===== config.mk =====
export PLATFORM = sky130hd
export DESIGN_NAME = branch_commit_serializer
export DESIGN_NICKNAME = d
export VERILOG_FILES = /design/src/rtl/gambit_brupd_pkg.sv /design/src/rtl/brupd_fifo.sv /design/src/rtl/branch_commit_serializer.sv
export SDC_FILE = /design/constraint.sdc
export NUM_CORES = 2
export LEC_CHECK = 0
export CAP_MARGIN = 20
export CORE_MARGIN = 2
export CORE_UTILIZATION = 40
export CTS_BUF_LIST = sky130_fd_sc_hd__clkbuf_4
export DETAILED_ROUTE_END_ITERATION = 6
export PLACE_DENSITY_LB_ADDON = 0.05
export SYNTH_ARGS = -nofsm -noshare
export SYNTH_HDL_FRONTEND = slang
export SYNTH_HIERARCHICAL = 1
export SYNTH_SLANG_ARGS = --single-unit

===== constraint.sdc =====
create_clock -name clk4x -period 10.8 [get_ports clk4x]
set_input_delay 2.7 -clock clk4x [delete_from_list [all_inputs] [get_ports clk4x]]
set_output_delay 2.7 -clock clk4x [all_outputs]
set_load 0.05 [all_outputs]

===== src/rtl/gambit_brupd_pkg.sv =====
// Shared types and helpers for the branch-commit to predictor-update path.
package gambit_brupd_pkg;

    localparam int BRUPD_AMSB       = 51;
    localparam int BRUPD_NSLOTS     = 4;
    localparam int BRUPD_FIFO_DEPTH = 32;
    localparam int BRUPD_DROPW      = 16;

    typedef struct packed {
        logic                  taken;
        logic [BRUPD_AMSB:0]   ip;
    } brupd_entry_t;

    // A slot survives if it is a branch and no lower slot was a taken branch.
    function automatic logic [BRUPD_NSLOTS-1:0] first_taken_mask(
        input logic [BRUPD_NSLOTS-1:0] is_br,
        input logic [BRUPD_NSLOTS-1:0] takb
    );
        logic [BRUPD_NSLOTS-1:0] mask;
        logic                    seen;
        mask = '0;
        seen = 1'b0;
        for (int i = 0; i < BRUPD_NSLOTS; i++) begin
            mask[i] = is_br[i] & ~seen;
            seen    = seen | (is_br[i] & takb[i]);
        end
        return mask;
    endfunction

endpackage


===== src/rtl/brupd_fifo.sv =====
// Single-clock FIFO of update records; head is read combinationally, push accepted after 1 edge.
// When full, a push is only accepted if a pop happens in the same cycle; otherwise push_drop pulses.
module brupd_fifo
    import gambit_brupd_pkg::*;
#(
    parameter int DEPTH = BRUPD_FIFO_DEPTH
) (
    input  logic                     clk4x,
    input  logic                     rst,
    input  logic                     flush,
    input  logic                     push_vld,
    input  brupd_entry_t             push_dat,
    input  logic                     pop,
    output brupd_entry_t             head_dat,
    output logic [$clog2(DEPTH):0]   count,
    output logic                     empty,
    output logic                     push_drop
);

    localparam int AW = $clog2(DEPTH);

    brupd_entry_t  mem_q [DEPTH];
    logic [AW-1:0] wr_ptr_q, wr_ptr_d;
    logic [AW-1:0] rd_ptr_q, rd_ptr_d;
    logic [AW:0]   count_q, count_d;
    logic          full;
    logic          pop_en;
    logic          push_en;

    assign full      = (count_q == (AW+1)'(DEPTH));
    assign empty     = (count_q == '0);
    assign pop_en    = pop & ~empty;
    // Full is judged before the pop, so a simultaneous pop frees the slot.
    assign push_en   = push_vld & (~full | pop_en) & ~flush;
    assign push_drop = push_vld & ~(~full | pop_en) & ~flush;
    assign head_dat  = mem_q[rd_ptr_q];
    assign count     = count_q;

    always_comb begin
        wr_ptr_d = wr_ptr_q + {{(AW-1){1'b0}}, push_en};
        rd_ptr_d = rd_ptr_q + {{(AW-1){1'b0}}, pop_en};
        count_d  = count_q + {{AW{1'b0}}, push_en} - {{AW{1'b0}}, pop_en};
        if (flush) begin
            wr_ptr_d = '0;
            rd_ptr_d = '0;
            count_d  = '0;
        end
    end

    always_ff @(posedge clk4x) begin
        if (rst) begin
            wr_ptr_q <= '0;
            rd_ptr_q <= '0;
            count_q  <= '0;
        end else begin
            wr_ptr_q <= wr_ptr_d;
            rd_ptr_q <= rd_ptr_d;
            count_q  <= count_d;
        end
    end

    always_ff @(posedge clk4x) begin
        if (!rst && push_en) begin
            mem_q[wr_ptr_q] <= push_dat;
        end
    end

endmodule


===== src/rtl/branch_commit_serializer.sv =====
// Captures a commit group on cmt_stb, drains surviving branches one per cycle into the update FIFO.
// First record visible one edge after capture; upd_valid holds until upd_ready, full FIFO drops records.
module branch_commit_serializer
    import gambit_brupd_pkg::*;
#(
    parameter int AMSB               = BRUPD_AMSB,
    parameter int NSLOTS             = BRUPD_NSLOTS,
    parameter int FIFO_DEPTH         = BRUPD_FIFO_DEPTH,
    parameter int SQUASH_AFTER_TAKEN = 1
) (
    input  logic                           clk4x,
    input  logic                           rst,
    input  logic                           en,
    input  logic                           flush,
    input  logic                           cmt_stb,
    input  logic [NSLOTS-1:0]              xisBranch,
    input  logic [NSLOTS-1:0]              takb,
    input  logic [NSLOTS-1:0][AMSB:0]      xip,
    output logic                           upd_valid,
    input  logic                           upd_ready,
    output logic                           upd_taken,
    output logic [AMSB:0]                  upd_ip,
    output logic [$clog2(FIFO_DEPTH):0]    fifo_count,
    output logic [BRUPD_DROPW-1:0]         drop_cnt,
    output logic                           overrun
);

    localparam int SLW = $clog2(NSLOTS);

    logic [NSLOTS-1:0]          pend_q, pend_d;
    logic [NSLOTS-1:0]          stg_taken_q, stg_taken_d;
    logic [NSLOTS-1:0][AMSB:0]  stg_ip_q, stg_ip_d;
    logic [BRUPD_DROPW-1:0]     drop_cnt_q, drop_cnt_d;
    logic                       overrun_q, overrun_d;

    logic [NSLOTS-1:0]          cap_mask;
    logic [SLW-1:0]             sel;
    logic                       cap;
    logic                       push_vld;
    brupd_entry_t               push_dat;
    brupd_entry_t               head_dat;
    logic                       fifo_empty;
    logic                       push_drop;
    logic                       pop;

    assign cap      = cmt_stb & en;
    assign cap_mask = (SQUASH_AFTER_TAKEN != 0) ? first_taken_mask(xisBranch, takb) : xisBranch;
    assign push_vld = |pend_q;
    assign pop      = upd_valid & upd_ready;

    always_comb begin
        sel = '0;
        for (int i = NSLOTS - 1; i >= 0; i--) begin
            if (pend_q[i]) begin
                sel = i[SLW-1:0];
            end
        end
    end

    always_comb begin
        push_dat.taken = stg_taken_q[sel];
        push_dat.ip    = stg_ip_q[sel];
    end

    always_comb begin
        pend_d      = pend_q;
        stg_taken_d = stg_taken_q;
        stg_ip_d    = stg_ip_q;
        overrun_d   = overrun_q;
        drop_cnt_d  = drop_cnt_q;

        if (push_vld) begin
            pend_d[sel] = 1'b0;
        end

        // flush wins over a same-cycle strobe; an overlapping strobe discards the old leftovers.
        if (flush) begin
            pend_d = '0;
        end else if (cap) begin
            pend_d      = cap_mask;
            stg_taken_d = takb;
            stg_ip_d    = xip;
            if (push_vld) begin
                overrun_d = 1'b1;
            end
        end

        if (push_drop && (drop_cnt_q != '1)) begin
            drop_cnt_d = drop_cnt_q + 1'b1;
        end
    end

    always_ff @(posedge clk4x) begin
        if (rst) begin
            pend_q      <= '0;
            stg_taken_q <= '0;
            stg_ip_q    <= '0;
            overrun_q   <= 1'b0;
            drop_cnt_q  <= '0;
        end else begin
            pend_q      <= pend_d;
            stg_taken_q <= stg_taken_d;
            stg_ip_q    <= stg_ip_d;
            overrun_q   <= overrun_d;
            drop_cnt_q  <= drop_cnt_d;
        end
    end

    brupd_fifo #(
        .DEPTH     (FIFO_DEPTH)
    ) u_fifo (
        .clk4x     (clk4x),
        .rst       (rst),
        .flush     (flush),
        .push_vld  (push_vld),
        .push_dat  (push_dat),
        .pop       (pop),
        .head_dat  (head_dat),
        .count     (fifo_count),
        .empty     (fifo_empty),
        .push_drop (push_drop)
    );

    assign upd_valid = ~fifo_empty;
    assign upd_taken = head_dat.taken;
    assign upd_ip    = head_dat.ip;
    assign drop_cnt  = drop_cnt_q;
    assign overrun   = overrun_q;

endmodule


==> impl_metrics.json <==
{
  "status": "finished, final reports clean",
  "syn_nets": 4380,
  "postCtsHoldBufs": 0,
  "cts_tree": "done",
  "place_hpwl_mm": 115,
  "root_buffer": "clkbuf_4",
  "cap_viol_max_count": 0,
  "synth_seq_cells": 1945,
  "post-cts-setup-buffers": 0,
  "period_share_pct": 77.7,
  "fin_tns_setup_ns": 0,
  "core_area_um2": 185000,
  "dr.pass1.iters": 5,
  "post_cts_resized": 0,
  "finClkSkew_ns": 0.0766,
  "hold_viol_final": 0,
  "tightest_slew_ns": 1.17,
  "synth_seq_area_share_pct": 75.0,
  "drc": 0,
  "fp.dieH_um": 436,
  "cp.arrival_ns": 5.69,
  "synth-edff-count": 1696,
  "final_cells": 7699,
  "worstPathRequired_ns": 8.10,
  "cp_cell_sequence": "nand3_4, buf_4, buf_4, o22ai_1, a211oi_1, a21oi_1, clkdlybuf4s50_1",
  "wirelength_mm": 210,
  "wl_per_cell_um": 27.2,
  "die_x_um": 436,
  "power_mw": 14.9,
  "cts_buffers": 553,
  "async_flop_share_pct": 0,
  "nNetsFinal": 5093,
  "synthDistinctLibCells": 55,
  "drive_above_1_share_pct": 27.1,
  "fmax_mhz": 119,
  "vdd_drop_max_v": 0.0000821,
  "yosys_warnings": 6,
  "clock_path_buffers": 4,
  "power.density_nw_per_um2": 170,
  "ys.flop_type": "edfxtp_1",
  "initial_utilization_pct": 40.2,
  "io_buffers": 298,
  "hp-class": "reg -> reg",
  "rsz0062_at_grt": "false",
  "grt_use_total_pct": 22.0,
  "row_count": 158,
  "overflow": 0,
  "worstSkewPairLatency_ns": 1.32,
  "grt_antenna_before_repair": 17,
  "setup_violations": 0,
  "syn_area_um2": 74500,
  "die-area_um2": 190000,
  "grt_pass1_vias": 43800,
  "htree_levels": 6,
  "crit_path_max_incr_delay_ns": 0.95,
  "syn_to_final_growth_pct": 17.8,
  "fin_crit_ns": 8.39,
  "grt_pass1_wl_mm": 303,
  "critical-path-top-delay-family": "buffers and inverters",
  "ant_nets": 0,
  "via_per_inst": 5.41,
  "worst-path-buf-inv": 3,
  "drt_iter0_drc": 3526,
  "syn_inst": 4143,
  "clk_pin_slew_ns": 0.06,
  "start_kind": "register",
  "crit_top_cell": "buf_4",
  "crit_fanout": 53,
  "dr_total_vias": 41700,
  "maxSlewViolCount": 0,
  "syn_area_per_cell_um2": 18.0,
  "nFillCells": 16200,
  "crit_type": "reg -> out",
  "leakage_nw": 26.0,
  "end_kind": "output port",
  "ios": 299,
  "relSlewSlack_pct": 22.1,
  "worst_path_max_delay_cell": "dfxtp_4",
  "grt_max_degree": 181,
  "cts.sinks": 1945,
  "dpl.cell_count": 6773,
  "timing.hold.ws_ns": 0.452,
  "gp_congestion": 0.737
}
==> sequential cells by signal (all words and copies together) (netlist names) <==
signal	flops
u_fifo/mem_q	1696
stg_ip_q	208
drop_cnt	16
u_fifo/count	6
u_fifo/rd_ptr_q	5
u_fifo/wr_ptr_q	5
pend_q	4
stg_taken_q	4
overrun	1
==> per-stage QoR <==
stage,cell area [um2],worst slack (ns),util (%)
CTS,87600,2.15,47.3
finish,87800,2.41,47.4
floorplan,74500,4.52,-
global route,87800,2.16,47.4
global placement,80900,3.66,43.7
detailed placement,81000,3.69,43.7
==> Yosys cell counts (14+ instances only) <==
cell      count  area (um2)
a211oi_1    104         781
inv_1        16        60.1
o221ai_1     53         464
nand2_1     439        1650
nor2_1       57         214
o22ai_1      52         325
a22o_1       52         455
edfxtp_1   1696       50900
clkbuf_1    162         608
o21ai_0      64         320
a22oi_1     106         796
ha_1         14         175
mux4_2      320        7210
buf_4        32         240
dfxtp_1     249        4980
buf_2        49         245
buf_6        19         214
a21oi_1     282        1410
nand3_1      16        80.1
mux2i_1     266        2660
==> per-layer routing <==
layer,share of wire (%),vias to the layer above,GRT usage (%),routed length [um]
li1,-,18400,-,-
met1,45,21500,30.6,93600
met2,47,1420,34.7,99000
met3,6.2,296,5.07,13100
met4,1.8,18,6.24,3830
met5,0.057,-,0,119
==> logic make-up (layout without fill, tap and decap cells) <==
kind of cell	after synthesis	after routing	synth area share [%]
buffers and inverters	282	1353	1.86
adder cells (fa/ha/maj)	15	15	0.262
flip-flops	1945	1945	75.0
multiplexers	586	586	13.2
AND/OR/NAND/NOR	580	580	3.23
other	0	5	0
AO/OA/AOI/OAI	727	727	6.29
XOR/XNOR	8	8	0.0940
==> cells in the final DEF, fill, tap and decap left out, types with 8 or more instances in the layout <==
master and count:
ha_1 14, mux4_2 320, clkdlybuf4s50_1 297, a211oi_1 104
buf_12 15, o22ai_1 52, nand3_1 15, dfxtp_1 246
nor2_4 34, buf_4 105, a22oi_1 106, o21ai_0 11
nor2_1 23, clkinv_1 56, o21ai_2 29, clkbuf_4 832
inv_1 16, edfxtp_1 1696, mux2i_1 266, o221ai_1 53
o21ai_4 24, or3_1 8, a22o_1 52, inv_2 18
nand2_1 439, a21oi_1 281
==> worst paths after layout <==
check / from / end / slack (ns) / cells past startpoint
max: u_fifo/rd_ptr_q[1] / upd_ip[43] / 2.41 / 7
min: stg_ip_q[25] / stg_ip_q[25] / 0.45 / 2
max reg2reg: u_fifo/count[2] / u_fifo/mem_q[28][23] / 5.93 / 10
min reg2reg: stg_ip_q[25] / stg_ip_q[25] / 0.45 / 2
==> report_power, final <==
| part | total [mW] | switching (mW) | internal, mW | leakage, nW |
|---|---|---|---|---|
| Sequential | 8.16 | 0.0133 | 8.15 | 16.0 |
| Combinational | 0.275 | 0.166 | 0.109 | 5.92 |
| Clock | 6.50 | 2.98 | 3.52 | 4.04 |
| Total | 14.9 | 3.16 | 11.8 | 26.0 |
==> worst register-to-register path, stage by stage (launching register included) <==
cell and delay, ns:
dfxtp_1 0.36, inv_1 0.07, ha_1 0.19, nor3b_1 0.19, and2_1 0.22, nor2b_1 0.18
nand2b_1 0.14, a311oi_1 0.76, nand3_1 0.57, nor2_4 0.98, buf_4 0.77
==> area by class of cell <==
| class | instances | area (um2) | area share [%] |
|---|---|---|---|
| well taps | 2480 | 3100 | 3.53 |
| flip-flops and latches | 1945 | 55900 | 63.7 |
| clock inverters | 81 | 363 | 0.413 |
| clock buffers | 832 | 6250 | 7.11 |
| inverters | 16 | 60.1 | 0.0684 |
| multi-input cells | 1916 | 17900 | 20.4 |
| diodes | 5 | 12.5 | 0.0142 |
| repair buffers | 424 | 4180 | 4.76 |
No activity file was read; power rests on OpenSTA's default activity.
